$ cat src/rtl/control_unit.sv
// control_unit -- multi-cycle control FSM for the single-issue datapath.
//
// Takes the instruction register contents and the comparator flags from the
// datapath and drives every datapath control input.
// Instruction flow: IDLE -(start)-> BOOT -> FETCH -> DECODE -> EXEC -> PCUPD -> FETCH.
// The SYSTEM opcode halts the machine. Any unknown encoding traps to ILLEGAL.
// Both HALT and ILLEGAL are left only through reset.
//
// Ports
//   clk, rst_n           clock, asynchronous active-low reset
//   start                level, sampled only in IDLE
//   instr[31:0]          IR contents (valid from DECODE onwards)
//   BEQ..BGEU            comparator flags for Ra vs Rb, sampled in EXEC
//   load_PC, load_IR     PC / IR load strobes
//   we, we_ram           register-file / data-RAM write strobes
//   decisor0..3          ALU-B source, ALU/store path, RF write source, PC source
//   somador_subtrator    ALU op, 0=add 1=sub
//   Ra, Rb, Rw           rs1, rs2, rd
//   entrada_mux_add_sub  sign-extended immediate
//   somador_PC           PC increment in words (1, or taken-branch offset)
//   PCres                constant RESET_PC
//   halted, illegal      sticky status
module control_unit #(
  parameter int              XLEN     = 64,
  parameter logic [XLEN-1:0] RESET_PC = '0
) (
  input  logic            clk,
  input  logic            rst_n,
  input  logic            start,
  input  logic [31:0]     instr,
  input  logic            BEQ,
  input  logic            BNE,
  input  logic            BLT,
  input  logic            BGE,
  input  logic            BLTU,
  input  logic            BGEU,
  output logic            load_PC,
  output logic            load_IR,
  output logic            we,
  output logic            we_ram,
  output logic            decisor0,
  output logic            decisor1,
  output logic            decisor2,
  output logic            decisor3,
  output logic            somador_subtrator,
  output logic [4:0]      Ra,
  output logic [4:0]      Rb,
  output logic [4:0]      Rw,
  output logic [XLEN-1:0] entrada_mux_add_sub,
  output logic [XLEN-1:0] somador_PC,
  output logic [XLEN-1:0] PCres,
  output logic            halted,
  output logic            illegal
);

  typedef enum logic [2:0] {
    S_IDLE, S_BOOT, S_FETCH, S_DECODE, S_EXEC, S_PCUPD, S_HALT, S_ILLEGAL
  } state_t;

  localparam logic [6:0] OP_LOAD   = 7'b0000011;
  localparam logic [6:0] OP_STORE  = 7'b0100011;
  localparam logic [6:0] OP_IMM    = 7'b0010011;
  localparam logic [6:0] OP_REG    = 7'b0110011;
  localparam logic [6:0] OP_BRANCH = 7'b1100011;
  localparam logic [6:0] OP_SYSTEM = 7'b1110011;

  state_t state;

  logic [6:0] opcode;
  logic [2:0] funct3;
  logic [6:0] funct7;
  assign opcode = instr[6:0];
  assign funct3 = instr[14:12];
  assign funct7 = instr[31:25];

  // Decoded fields. These are only meaningful while the IR is valid, i.e. in DECODE.
  logic            dec_ok, dec_halt, dec_we, dec_we_ram, dec_branch;
  logic            dec_d0, dec_d1, dec_d2, dec_sub;
  logic [XLEN-1:0] dec_imm;

  // NOTE: every always_comb output gets a default first, so no path leaves a
  // signal unassigned and no latch is inferred.
  always_comb begin
    dec_ok     = 1'b1;
    dec_halt   = 1'b0;
    dec_we     = 1'b0;
    dec_we_ram = 1'b0;
    dec_branch = 1'b0;
    dec_d0     = 1'b0;
    dec_d1     = 1'b0;
    dec_d2     = 1'b0;
    dec_sub    = 1'b0;
    dec_imm    = '0;
    case (opcode)
      OP_LOAD: begin
        dec_ok  = (funct3 == 3'b011);
        dec_d0  = 1'b1;
        dec_d1  = 1'b1;
        dec_d2  = 1'b1;
        dec_we  = 1'b1;
        dec_imm = {{(XLEN-12){instr[31]}}, instr[31:20]};
      end
      OP_STORE: begin
        dec_ok     = (funct3 == 3'b011);
        dec_d0     = 1'b1;
        dec_d2     = 1'b1;
        dec_we_ram = 1'b1;
        dec_imm    = {{(XLEN-12){instr[31]}}, instr[31:25], instr[11:7]};
      end
      OP_IMM: begin
        // funct3 000 is ADDI; 010 is the in-house SUBI encoding.
        dec_ok  = (funct3 == 3'b000) || (funct3 == 3'b010);
        dec_d0  = 1'b1;
        dec_d1  = 1'b1;
        dec_sub = funct3[1];
        dec_we  = 1'b1;
        dec_imm = {{(XLEN-12){instr[31]}}, instr[31:20]};
      end
      OP_REG: begin
        dec_ok  = (funct3 == 3'b000) &&
                  ((funct7 == 7'b0000000) || (funct7 == 7'b0100000));
        dec_d1  = 1'b1;
        dec_sub = funct7[5];
        dec_we  = 1'b1;
      end
      OP_BRANCH: begin
        dec_ok     = (funct3 != 3'b010) && (funct3 != 3'b011);
        dec_d1     = 1'b1;
        dec_branch = 1'b1;
      end
      OP_SYSTEM: dec_halt = 1'b1;
      default:   dec_ok   = 1'b0;
    endcase
  end

  // Decode results captured on leaving DECODE. They stay stable through EXEC
  // and PCUPD even if the IR input changes afterwards.
  logic [4:0]      hold_ra, hold_rb, hold_rw;
  logic            hold_d0, hold_d1, hold_d2, hold_sub, hold_branch;
  logic [XLEN-1:0] hold_imm;
  logic [2:0]      hold_f3;
  logic [6:0]      hold_off;

  // In DECODE the fields come straight from the IR, which only becomes valid
  // in that cycle. From EXEC onwards the captured copy is used.
  always_comb begin
    if (state == S_DECODE) begin
      Ra                  = instr[19:15];
      Rb                  = instr[24:20];
      Rw                  = instr[11:7];
      decisor0            = dec_d0;
      decisor1            = dec_d1;
      decisor2            = dec_d2;
      somador_subtrator   = dec_sub;
      entrada_mux_add_sub = dec_imm;
    end else begin
      Ra                  = hold_ra;
      Rb                  = hold_rb;
      Rw                  = hold_rw;
      decisor0            = hold_d0;
      decisor1            = hold_d1;
      decisor2            = hold_d2;
      somador_subtrator   = hold_sub;
      entrada_mux_add_sub = hold_imm;
    end
  end

  logic taken;
  always_comb begin
    case (hold_f3)
      3'b000:  taken = BEQ;
      3'b001:  taken = BNE;
      3'b100:  taken = BLT;
      3'b101:  taken = BGE;
      3'b110:  taken = BLTU;
      3'b111:  taken = BGEU;
      default: taken = 1'b0;
    endcase
  end

  assign PCres = RESET_PC;

  // NOTE: all state and registered outputs use non-blocking assignments, so
  // every branch reads the values from before the clock edge.
  always_ff @(posedge clk or negedge rst_n) begin
    if (!rst_n) begin
      state       <= S_IDLE;
      load_PC     <= 1'b0;
      load_IR     <= 1'b0;
      we          <= 1'b0;
      we_ram      <= 1'b0;
      decisor3    <= 1'b0;
      somador_PC  <= XLEN'(1);
      halted      <= 1'b0;
      illegal     <= 1'b0;
      hold_ra     <= '0;
      hold_rb     <= '0;
      hold_rw     <= '0;
      hold_d0     <= 1'b0;
      hold_d1     <= 1'b0;
      hold_d2     <= 1'b0;
      hold_sub    <= 1'b0;
      hold_branch <= 1'b0;
      hold_imm    <= '0;
      hold_f3     <= '0;
      hold_off    <= '0;
    end else begin
      // Strobes default low, so each one lasts a single cycle.
      load_PC <= 1'b0;
      load_IR <= 1'b0;
      we      <= 1'b0;
      we_ram  <= 1'b0;
      case (state)
        S_IDLE: if (start) begin
          state    <= S_BOOT;
          load_PC  <= 1'b1;
          decisor3 <= 1'b0;
        end
        S_BOOT: begin
          state      <= S_FETCH;
          load_IR    <= 1'b1;
          somador_PC <= XLEN'(1);
        end
        S_FETCH: state <= S_DECODE;
        S_DECODE: begin
          hold_ra     <= instr[19:15];
          hold_rb     <= instr[24:20];
          hold_rw     <= instr[11:7];
          hold_d0     <= dec_d0;
          hold_d1     <= dec_d1;
          hold_d2     <= dec_d2;
          hold_sub    <= dec_sub;
          hold_branch <= dec_branch;
          hold_imm    <= dec_imm;
          hold_f3     <= funct3;
          hold_off    <= instr[31:25];
          if (!dec_ok) begin
            state   <= S_ILLEGAL;
            illegal <= 1'b1;
            halted  <= 1'b1;
          end else if (dec_halt) begin
            state  <= S_HALT;
            halted <= 1'b1;
          end else begin
            state  <= S_EXEC;
            // x0 is hard-wired to zero, so a write to it is dropped.
            we     <= dec_we && (instr[11:7] != 5'd0);
            we_ram <= dec_we_ram;
          end
        end
        S_EXEC: begin
          state    <= S_PCUPD;
          load_PC  <= 1'b1;
          decisor3 <= 1'b1;
          if (hold_branch && taken)
            somador_PC <= {{(XLEN-7){hold_off[6]}}, hold_off};
        end
        S_PCUPD: begin
          state      <= S_FETCH;
          load_IR    <= 1'b1;
          somador_PC <= XLEN'(1);
        end
        S_HALT, S_ILLEGAL: state <= state;
        default: state <= S_IDLE;
      endcase
    end
  end

endmodule

$ cat config.mk
export PLATFORM = sky130hd
export DESIGN_NAME = control_unit
export DESIGN_NICKNAME = d
export VERILOG_FILES = /design/src/rtl/control_unit.sv
export SDC_FILE = /design/constraint.sdc
export NUM_CORES = 1
export LEC_CHECK = 0
export ABC_CLOCK_PERIOD_IN_PS = 2300
export CAP_MARGIN = 10
export CORE_MARGIN = 10
export CORE_UTILIZATION = 40
export CTS_CLUSTER_SIZE = 8
export DETAILED_ROUTE_END_ITERATION = 16
export PLACE_DENSITY = 0.83
export SYNTH_ARGS = -nofsm -noshare
export SYNTH_HDL_FRONTEND = slang
export SYNTH_SLANG_ARGS = --single-unit
$ cat constraint.sdc
create_clock -name clk -period 2.3 [get_ports clk]
set_clock_uncertainty 0.05 [all_clocks]
set_input_delay 0.46 -clock clk [delete_from_list [all_inputs] [get_ports clk]]
set_output_delay 0.46 -clock clk [all_outputs]
set_load 0.1 [all_outputs]
==> impl_metrics.env, run 1 <==
export IMPL_outcome="complete, but fails checks"
export IMPL_violations="setup timing"
export IMPL_dp_hpwl_mm=12.8
export IMPL_cts_root_buffer="clkbuf_16"
export IMPL_die_h_um=133
export IMPL_htreeDepth=3
export IMPL_first_iter_violations=296
export IMPL_tightestPinTransition_ps=526
export IMPL_wl_mm=18.7
export IMPL_reg2reg_from="state[0]"
export IMPL_setup_viol=77
export IMPL_multiInputGateArea_um2=2200
export IMPL_min_period_ps=2470
export IMPL_core_area_um2=12600
export IMPL_power_internal_uw=4670
export IMPL_cts_sinks=111
export IMPL_reg2regPathDepth=6
export IMPL_synth_seq_area_share=0.541
export IMPL_drc=0
export IMPL_instances_no_fill=890
export IMPL_p_per_area_nw_per_um2=895
export IMPL_synth_edf_count=0
export IMPL_io_pins=259
export IMPL_syn_area_um2=5140
export IMPL_cts_tree="built"
export IMPL_ys_flop_type="dfrtp_1"
export IMPL_async_reset_ff_frac=1.00
export IMPL_areaGrowthSynthToFinish_pct=86.0
export IMPL_grt_overflow_total=0
export IMPL_period_share=1.08
export IMPL_timing_final_hold_violations=0
export IMPL_ant_nets=0
export IMPL_grt_pass1_wl_mm=27.1
export IMPL_hold_path_class="in2async"
export IMPL_start_util=0.407
export IMPL_grt_start_max_net_pins=59
export IMPL_nets=754
export IMPL_routedWlPerCell_um=21.0
export IMPL_switching_share=0.454
export IMPL_leakage_uw=0.00458
export IMPL_final_core_util=0.757
export IMPL_die_area_um2=17800
export IMPL_seq_area_um2=2780
export IMPL_clockBufferDepth=2
export IMPL_antenna_found_initial=0
export IMPL_cp_required_ps=1790
export IMPL_grt_use_total=0.191
export IMPL_die_w_um=133
export IMPL_clkPwrFrac=0.207
export IMPL_synth_seq_cells=111
export IMPL_slew_headroom=0.649
export IMPL_yosysWarnings=0
export IMPL_drv_cap=0
export IMPL_startpoint="state[2]"
export IMPL_r2r_end="somador_PC[62]"
export IMPL_timing_final_ws_setup_ps=-174
export IMPL_drive_above_1_share=0.485
export IMPL_vias=4184
export IMPL_switchingPower_uw=3880
export IMPL_io_buffer_count=194
export IMPL_num_antenna_cells=0
export IMPL_p_seq_frac=0.283
export IMPL_rrSetupSlack_ps=380
export IMPL_numCtsBuffers=9
export IMPL_clk_latency_ps=350
export IMPL_path_clk_slew_ps=80
export IMPL_netlist_instances=539
export IMPL_start_kind="flip-flop"
export IMPL_crit_path_end="entrada_mux_add_sub[20]"
export IMPL_dr_pass1_iters=4
export IMPL_end_kind="output port"
export IMPL_synth_distinct_cells=44
export IMPL_power_frac_comb=0.511
export IMPL_critPathArrivalTime_ps=1960
export IMPL_fmax_mhz=404
export IMPL_critical_path_class="reg2out"
export IMPL_routed_via_density=4.70
export IMPL_peakVddDrop_mv=1.31
export IMPL_syn_area_per_cell_um2=9.53
export IMPL_rsz0062_at_grt="yes"
export IMPL_place_congestion=0.823
export IMPL_slew_viol_final=0
export IMPL_fillers=719
export IMPL_row_count=41
export IMPL_grt_pass1_vias=4595
export IMPL_dp_cells=846
export IMPL_path_max_fanout=18
Yosys cell counts (all sizes together) (3+ instances only):
library cell,n,share of area
dfrtp,110,0.54
clkbuf,16,0.012
nor3,3,0.0039
nand3,3,0.0029
nor4,3,0.0037
nand2,196,0.14
a22o,13,0.022
o31ai,6,0.0088
inv,3,0.0022
o21ai,5,0.0049
buf,131,0.19
nor2,6,0.0044
nor2b,7,0.0085
a21oi,7,0.0068
logic make-up (layout without fill, tap and decap cells):
kind of cell    Yosys count  after routing  share of synthesized area
compound gates           38             38                     0.0526
xor+xnor                  1              1                    0.00171
buf+inv                 150            266                      0.201
flops                   111            111                      0.541
mux                       3              3                    0.00828
other cells               1             64                   0.000730
simple gates            235            235                      0.194
per-stage QoR:
stage	setup TNS [ps]	total power, uW	setup slack, ps	cell area, um^2	hold WS, ps
6_report	-8420	8550	-174	9550	37.0
5_1_grt	-12220	8820	-209	9550	70.2
4_1_cts	-7140	8230	-158	9230	51.6
3_5_place_dp	-21680	6330	-411	8370	417
3_3_place_gp	-19140	6240	-329	8370	411
2_1_floorplan	-17870	5070	-342	5610	114
sequential cells by signal, indices dropped and copies added, names as in the netlist, 3 cells and up:
signal / count
state: 3
hold_f3: 3
hold_imm: 64
hold_ra: 5
hold_off: 7
hold_rb: 5
somador_PC: 7
hold_rw: 5
metal layers:
metal,global-route usage,vias to the layer above,part of all wire
li1,-,1880,-
met1,0.189,2065,0.33
met2,0.335,210,0.52
met3,0.106,29,0.12
met4,0.0605,0,0.023
met5,0,-,0
power groups by stage:
stage | Sequential (uW) | Clock, uW | Combinational (uW)
floorplan | 2380 | 0 | 2690
global placement | 2390 | 0 | 3850
detailed placement | 2410 | 0 | 3920
global route | 2450 | 1870 | 4510
finish | 2420 | 1770 | 4370
CTS | 2370 | 1760 | 4100
area by class of cell:
class                           instances  area share
Clock buffer                           12      0.0279
Clock inverter                          4     0.00773
Inverter                                3     0.00118
Multi-Input combinational cell        341       0.230
Sequential cell                       111       0.291
Tap cell                              172      0.0225
Timing Repair Buffer                  247       0.420
how the worst min path moves through the flow:
stage                            end  depth (start not counted)  slack [ps]  startpoint
after floorplan             decisor3                          0         110       rst_n
after global placement    hold_rb[3]                          1         410       rst_n
after detailed placement  hold_rw[3]                          1         420       rst_n
after CTS                 hold_rb[3]                          1          50       rst_n
after global routing      hold_rw[3]                          1          70       rst_n
final                     hold_rw[3]                          1          40       rst_n
worst max-delay path, stage by stage, from the launching register on:
cell and delay, ps:
dfrtp_2 420, and3b_2 260, and4b_2 310, nand2_8 110, buf_12 190, nand2_2 130
buf_12 190
placed cells by master, fill, tap and decap left out, drive strengths merged, types with 3 or more instances in the layout:
cell	instances
inv	4
clkbuf	13
a22o	13
dfrtp	110
nor3	3
dlygate4sd2	3
nor2	6
nand3	3
conb	64
o21ai	5
nand2	196
nor4	3
nor2b	7
buf	211
o31ai	6
clkdlybuf4s50	32
a21oi	7
timing repair:
action,4_1_cts,5_1_grt
buffers inserted,16,8
pin swaps,5,22
hold buffers,0,0
gates cloned,5,2
gates resized for setup,95,63
setup endpoints to repair,83,83
No activity file was read; power rests on OpenSTA's default activity.
==> run 2, diff against run 1 <==
--- a/config.mk
+++ b/config.mk
@@ -12,6 +12,7 @@
 export CTS_CLUSTER_SIZE = 8
 export DETAILED_ROUTE_END_ITERATION = 16
 export PLACE_DENSITY = 0.83
+export SKIP_LAST_GASP = 1
 export SYNTH_ARGS = -nofsm -noshare
 export SYNTH_HDL_FRONTEND = slang
 export SYNTH_SLANG_ARGS = --single-unit
==> run 2 against run 1 <==
Effect of this change:
- the run still ends with setup timing left
- global-route usage hardly changed
- core utilization fell by 1.2 points
- design area down 1.7%
- maximum frequency grew 0.63%
- total power decreased by 2.3%
- non-clock buffer count fell by 1
- critical path depth did not move
- combinational power fell by 3%
- routed wire length down 3.9%
- sequential share of layout area rose by 0.49 points
- die area is the same
- first-iteration DRC count grew 8.8%
- critical path type unchanged
- largest cell class unchanged
- largest power group unchanged
- highest routed layer unchanged
==> impl_metrics.env, run 2 (synthesized netlist as in run 1, its figures left out) <==
export IMPL_die_h_um=133
export IMPL_cts_root_buffer="clkbuf_16"
export IMPL_timing_final_hold_violations=0
export IMPL_final_cell_mix="150 x buf_12, 121 x nand2_1, 107 x dfrtp_1"
export IMPL_antenna_found_initial=0
export IMPL_first_iter_violations=322
export IMPL_path_max_fanout=18
export IMPL_p_seq_frac=0.285
export IMPL_nets=753
export IMPL_clkPwrFrac=0.210
export IMPL_rsz0062_at_grt="yes"
export IMPL_routed_via_density=4.66
export IMPL_rrSetupSlack_ps=380
export IMPL_setup_viol=78
export IMPL_power_internal_uw=4590
export IMPL_largest_reg_flops=64
export IMPL_place_congestion=0.823
export IMPL_drc=0
export IMPL_dr_pass1_iters=4
export IMPL_power_frac_comb=0.505
export IMPL_critical_path_class="reg2out"
export IMPL_num_antenna_cells=0
export IMPL_violations="setup timing"
export IMPL_grt_start_max_net_pins=59
export IMPL_ant_nets=0
export IMPL_grt_overflow_total=0
export IMPL_vias=4146
export IMPL_reg2reg_from="state[0]"
export IMPL_met1_length_mm=5.97
export IMPL_instances_no_fill=889
export IMPL_hold_buffers=0
export IMPL_outcome="complete, but fails checks"
export IMPL_hold_path_class="in2async"
export IMPL_htreeDepth=3
export IMPL_final_common_cell="buf_12"
export IMPL_grt_pass1_vias=4581
export IMPL_drv_cap=0
export IMPL_grt_pass1_wl_mm=27.1
export IMPL_slew_headroom=0.646
export IMPL_wl_mm=18.0
export IMPL_numCtsBuffers=9
export IMPL_min_period_ps=2460
export IMPL_peakVddDrop_mv=1.32
export IMPL_io_buffer_count=194
export IMPL_core_area_um2=12600
export IMPL_holdWs_ps=43.4
export IMPL_io_pins=259
export IMPL_leakage_uw=0.00455
export IMPL_cp_required_ps=1790
export IMPL_critPathArrivalTime_ps=1950
export IMPL_end_kind="output port"
export IMPL_dr_wl_met3_mm=2.32
export IMPL_fillers=738
export IMPL_top_regs="hold_imm x64, hold_off x7, somador_PC x7"
export IMPL_die_w_um=133
export IMPL_cts_sinks=111
export IMPL_areaGrowthSynthToFinish_pct=82.9
export IMPL_clockBufferDepth=2
export IMPL_row_count=41
export IMPL_dp_hpwl_mm=12.8
export IMPL_grt_use_total=0.191
export IMPL_path_clk_slew_ps=80
export IMPL_period_share=1.07
export IMPL_r2r_end="somador_PC[62]"
export IMPL_drive_above_1_share=0.460
export IMPL_fmax_mhz=407
export IMPL_start_kind="flip-flop"
export IMPL_wl_met2_mm=9.31
export IMPL_die_area_um2=17800
export IMPL_tightestPinTransition_ps=531
export IMPL_reg2regPathDepth=6
export IMPL_slew_viol_final=0
export IMPL_dp_cells=846
export IMPL_clk_latency_ps=340
export IMPL_p_per_area_nw_per_um2=889
export IMPL_start_util=0.407
export IMPL_switching_share=0.450
export IMPL_switchingPower_uw=3760
export IMPL_routedWlPerCell_um=20.2
export IMPL_cts_tree="built"
export IMPL_largest_register="hold_imm"
export IMPL_dr_max_layer_used="met4"
export IMPL_timing_final_ws_setup_ps=-158
==> run 2: layout make-up <==
cell class,instances,area [um^2],area share
Clock buffer,12,267,0.0284
Inverter,3,11.3,0.00120
Timing Repair Buffer,246,3990,0.425
Sequential cell,111,2780,0.296
Clock inverter,4,73.8,0.00786
Tap cell,172,215,0.0229
Multi-Input combinational cell,341,2050,0.219
==> run 2: critical path, stage by stage, from the launching register on <==
cell	delay (ps)
dfrtp_2	420
and3b_2	260
and4b_2	310
nand2_8	110
buf_12	190
nand2_2	120
buf_12	180
==> run 2: through the flow <==
step / setup slack [ps] / setup TNS [ps] / cell area, um^2 / power (uW) / util
CTS: -158 / -7240 / 9190 / 8220 / 0.728
global placement: -329 / -19140 / 8370 / 6240 / 0.663
finish: -158 / -8380 / 9400 / 8360 / 0.744
global route: -209 / -12800 / 9400 / 8640 / 0.744
floorplan: -342 / -17870 / 5610 / 5070 / -
detailed placement: -411 / -21680 / 8370 / 6330 / 0.663
==> run 2: how the worst max path moves through the flow <==
stage,start,end,slack (ps),cells after the start
after floorplan,instr[2],somador_subtrator,-340,4
after global placement,instr[2],entrada_mux_add_sub[27],-330,7
after CTS,state[2],entrada_mux_add_sub[62],-160,6
final,state[2],entrada_mux_add_sub[20],-160,6
after global routing,state[2],entrada_mux_add_sub[20],-210,6
after detailed placement,instr[2],entrada_mux_add_sub[58],-410,7
==> run 2: power groups by stage <==
stage               Sequential, uW  Combinational, uW  Clock (uW)
finish                        2380               4220        1750
global route                  2410               4370        1860
CTS                           2370               4090        1760
detailed placement            2410               3920           0
global placement              2390               3850           0
floorplan                     2380               2690           0
==> run 2: layer usage <==
| metal | global-route usage | vias to the layer above |
|---|---|---|
| li1 | - | 1877 |
| met2 | 0.332 | 207 |
| met4 | 0.0605 | 0 |
| met1 | 0.191 | 2035 |
| met3 | 0.106 | 27 |
| met5 | 0 | - |
==> run 2: what timing repair did <==
item / 4_1_cts / 5_1_grt
setup buffers: 16 / 7
endpoints found under the setup margin: 83 / 83
pin swaps: 5 / 10
cloned: 5 / 2
resized for setup: 87 / 32
==> patch 1: new RTL, flow settings as in run 1 <==
The parameter `XLEN` goes from 64 to 128.
--- a/src/rtl/control_unit.sv
+++ b/src/rtl/control_unit.sv
@@ -22,5 +22,5 @@
 //   halted, illegal      sticky status
 module control_unit #(
-  parameter int              XLEN     = 64,
+  parameter int              XLEN     = 128,
   parameter logic [XLEN-1:0] RESET_PC = '0
 ) (
Ports: changed (resized PCres, entrada_mux_add_sub and somador_PC); port bits go from 259 to 451. The function was not compared with the original's and may differ.
==> patch 1 against run 1 <==
Design area increased by 85%; wire length increased by 150%; total power increased by 56%; synthesized area increased by 61%; highest routed layer is now met5; sequential cell count increased by 64; critical endpoint is now entrada_mux_add_sub[80]; the flow still finishes with violations (negative setup slack); die area increased by 51%; worst setup slack got worse by 0.30 ns; critical path depth increased by 2; count of clock-buffer cells in the layout increased by 5; sequential share of layout area decreased by 4.3 points.
==> patch 1: results (changes against run 1) <==
| Metric | Value |
|---|---|
| Status | finished with violations |
| Failing checks | negative setup slack |
| Total power | 13.31 mW (+56%) |
| Actual slew at the worst max-slew pin | 0.6300 ns (+0.1040 ns) |
| Layout area overhead | 113.8% |
| Peak VDD IR | 1.224 mV (-6.7%) |
| Share of post-route cells with drive strength above 1 | 0.5511 (+0.06646) |
| Arrival @ worst endpoint | 2.26 ns (+0.30 ns) |
| Initial antenna violation count | 3 (+3) |
| Met3 Usage GRT | 0.08910 (-0.01654) |
| Cell Count, Final, Fillers Out | 1504 (+69%) |
| Hold Crit Class | reg2reg |
| H-Tree Depth | 4 (+1) |
| Synth top cells by count | nand2_1, buf_4, dfrtp_1, clkbuf_1, a22o_1 |
| DRT iter0 DRCs | 881 (+200%) |
| Overall Global Routing Usage | 0.2571 (+0.06563) |
| First-pass DRT Iterations | 7 (+3) |
| First-pass GRT wire length | 51630 um (+91%) |
| Worst-Skew Late Latency | 0.44 ns (+0.09 ns) |
| Fill cells | 716 (-0.42%) |
| Top Registers | hold_imm x128, hold_off x7, somador_PC x7 |
| Met2 WL | 24110 um (+150%) |
| Lkg Pwr | 8.360 nW (+83%) |
| Setup Viol. Count Final | 148 (+92%) |
| Post-DP HPWL | 23660 um (+84%) |
| Largest net degree at the start of global routing | 55 (-6.8%) |
| Register area share after synthesis | 0.5308 (-0.01027) |
| DR top layer | met5 |
| Post-place setup slack | -0.4829 ns (-0.07163 ns) |
| Largest stage delay on the critical path | 0.37 ns (-0.05 ns) |
| Worst setup path end | entrada_mux_add_sub[80] |
| Crit Reg-Reg Endpoint | hold_imm[119]$_DFF_PN0_ |
| Post-Syn Instances | 874 (+62%) |
| Met2 Use GR | 0.4815 (+0.1470) |
| M1 WL | 14100 um (+130%) |
| PortBufs | 322 (+66%) |
| R2R depth | 9 (+3) |
| Clk power | 3.15 mW (+78%) |
| Final Wtd Congestion | 0.8228 (about the same) |
| Logic gate share of total power | 0.489 (-0.022) |
| Setup total negative slack | -54.96 ns (-46.54 ns) |
| Met1 Use GR | 0.2515 (+0.06221) |
| Inst Count DP | 1394 (+65%) |
| Placed Area | 14510 sq um (+73%) |
| DR vias/cell | 5.185 (+10%) |
| CTS buffer count | 17 (+8) |
| Final worst slack | -0.4716 ns (-0.2977 ns) |
| Area contributors post-synth | dfrtp_1, buf_4, nand2_1, a22o_1, clkbuf_1 |
| R2r setup slk | 0.34 ns (-0.04 ns) |
| Vias in the first global route | 7665 (+67%) |
| Final wirelength | 45900 um (+150%) |
| Worst-path maximum fanout | 8 (-10) |
| Final Net Count | 1260 (+67%) |
| NetSw | 6.468 mW (+67%) |
| Library cells used by synthesis | 43 (-2.3%) |
| DR WL met3 | 5211 um (+130%) |
-- patch 1: cell count changes after synthesis, sizes merged, moves of 2 or more --
cell	before	now
buf	131	259
clkbuf	16	29
or4	0	2
nand2	196	323
dfrtp	110	174
-- patch 1: cell type report --
| type | count | area share |
|---|---|---|
| Clock inverter | 15 | 0.01128 |
| Clock buffer | 17 | 0.02412 |
| Sequential cell | 175 | 0.2485 |
| Multi-Input combinational cell | 535 | 0.2492 |
| Timing Repair Buffer | 487 | 0.4468 |
| Tap cell | 270 | 0.01915 |
| Inverter | 3 | 0.0006383 |
| Antenna cell | 2 | 0.0002837 |
-- patch 1: what timing repair did --
| item | 4_1_cts | 5_1_grt |
|---|---|---|
| gates resized for setup | 159 | 174 |
| endpoints found under the hold margin | 46 | 0 |
| pin swaps | 9 | 7 |
| setup buffers | 23 | 29 |
| cloned | 8 | 17 |
| hold buffers | 1 | 0 |
| setup endpoints to repair | 216 | 147 |
-- patch 1: cell families after synthesis --
kind of cell,count (synthesis),synth area share
AND/OR/NAND/NOR,363,0.1809
buffers and inverters,291,0.2471
flip-flops,175,0.5308
AO/OA/AOI/OAI,40,0.03457
multiplexers,3,0.005155
XOR/XNOR,1,0.001061
other,1,0.0004544
-- patch 1: how the worst min path moves through the flow --
stage	start	endpoint	depth (start not counted)	slack [ns]
floorplan	rst_n	decisor3$_DFFE_PN0P_	0	0.11
global placement	rst_n	hold_rb[1]$_DFF_PN0_	1	0.41
detailed placement	rst_n	hold_rb[1]$_DFF_PN0_	1	0.41
CTS	hold_off[2]$_DFFE_PN0P_	hold_off[2]$_DFFE_PN0P_	2	0.44
global route	instr[4]	hold_d2$_DFF_PN0_	3	0.43
finish	hold_off[2]$_DFFE_PN0P_	hold_off[2]$_DFFE_PN0P_	2	0.43
==> patch 2: new RTL, config.mk and constraints of run 1 <==
Without the edit above. The 8 states of `state_t` get a one-hot encoding in 8 bits.
--- a/src/rtl/control_unit.sv
+++ b/src/rtl/control_unit.sv
@@ -54,6 +54,6 @@
 );
 
-  typedef enum logic [2:0] {
-    S_IDLE, S_BOOT, S_FETCH, S_DECODE, S_EXEC, S_PCUPD, S_HALT, S_ILLEGAL
+  typedef enum logic [7:0] {
+    S_IDLE = 8'b00000001, S_BOOT = 8'b00000010, S_FETCH = 8'b00000100, S_DECODE = 8'b00001000, S_EXEC = 8'b00010000, S_PCUPD = 8'b00100000, S_HALT = 8'b01000000, S_ILLEGAL = 8'b10000000
   } state_t;
 
Check against the original RTL: no difference found for any inputs over 10 cycles, from zero or initial values and one cycle with rst_n low; not proved beyond that.
==> patch 2 against run 1 <==
The flow still finishes with violations (negative setup slack); wire length increased by 41%; critical path depth increased by 2; worst hold slack got worse by 0.035 ns; sequential share of layout area decreased by 2.4 points; design area increased by 14%; synthesized area increased by 6.1%; total power increased by 27%; first-iteration DRC count increased by 86%; utilization increased by 6.2 points; sequential cell count increased by 5; clock power increased by 59%; worst setup slack got worse by 0.41 ns; critical endpoint is now entrada_mux_add_sub[24].
==> patch 2: results (changes against run 1) <==
| Metric | Value |
|---|---|
| Status | finished with violations |
| Failing checks | negative setup slack |
| Post-Syn Instances | 517 (-4.1%) |
| First-pass GRT wire length | 32630 um (+20%) |
| Slew HR | 0.5711 (-0.07823) |
| Post-DP HPWL | 13320 um (+3.8%) |
| First-pass DRT Iterations | 8 (+4) |
| Library cells used by synthesis | 43 (-2.3%) |
| NetSw | 4.950 mW (+28%) |
| Overall Global Routing Usage | 0.2321 (+0.04065) |
| Clock-pin slew on the worst setup and hold paths | 0.05 ns (-0.03 ns) |
| DR vias/cell | 5.592 (+19%) |
| DRT iter0 DRCs | 550 (+86%) |
| Setup Viol. Count Final | 84 (+9.1%) |
| Slowest library cell on the worst path | dfrtp_1 |
| Worst hold slack | 0.001482 ns (-0.03549 ns) |
| H-Tree Depth | 4 (+1) |
| M1 WL | 8457 um (+36%) |
| Largest net degree at the start of global routing | 44 (-25%) |
| Clock Power Share | 0.260 (+0.053) |
| Inst Count DP | 848 (+0.24%) |
| Setup total negative slack | -41.07 ns (-32.65 ns) |
| Arrival @ worst endpoint | 2.38 ns (+0.42 ns) |
| Cell Count, Final, Fillers Out | 934 (+4.9%) |
| Synth top cells by count | buf_4, dfrtp_1, nand2_1, a21o_1, o21ai_0 |
| Share of post-route cells with drive strength above 1 | 0.5435 (+0.05886) |
| Final Net Count | 786 (+4.2%) |
| Crit path from | state[1]$_DFFE_PN0P_ |
| Met2 Use GR | 0.4146 (+0.08004) |
| Worst R2R Start | state[1]$_DFFE_PN0P_ |
| Multiplexer share of the synthesized area | 0.005508 (-0.002774) |
| Crit Reg-Reg Endpoint | decisor3$_DFFE_PN0P_ |
| DR WL met3 | 3342 um (+48%) |
| Final worst slack | -0.5860 ns (-0.4121 ns) |
| Top Registers | hold_imm x64, state x8 |
| Worst-path maximum fanout | 12 (-6) |
| Sw Share | 0.4571 (+0.003281) |
| Peak VDD IR | 1.298 mV (-1.1%) |
| Final Wtd Congestion | 0.8688 (+5.6%) |
| Reg power frac | 0.253 (-0.030) |
## patch 2: cell types whose count changed after synthesis, sizes merged, moves of 3 or more
cell   change
a21o      +56
dfrtp      +4
nand2    -108
nor3       +5
o21ai     +12
o31ai      -3
xor2       +3
## patch 2: kinds of logic after synthesis
| logic type | Yosys count |
|---|---|
| compound gates | 102 |
| other cells | 1 |
| mux | 3 |
| buf+inv | 152 |
| simple gates | 139 |
| xor+xnor | 4 |
| flops | 116 |
## patch 2: final cells by class
type	instances	share of cell area
inverters	5	0.001724
well taps	176	0.02023
repair buffers	293	0.4120
clock inverters	8	0.01127
flip-flops and latches	116	0.2670
multi-input cells	312	0.2426
clock buffers	24	0.04518
## patch 2: timing repair
action                                  in CTS  in global routing
gates cloned                                 6                  7
setup buffers                               25                 19
pin swaps                                   18                 22
resized for setup                           81                 39
hold buffers                                 0                  0
endpoints found under the hold margin        0                  0
endpoints found under the setup margin      83                 83
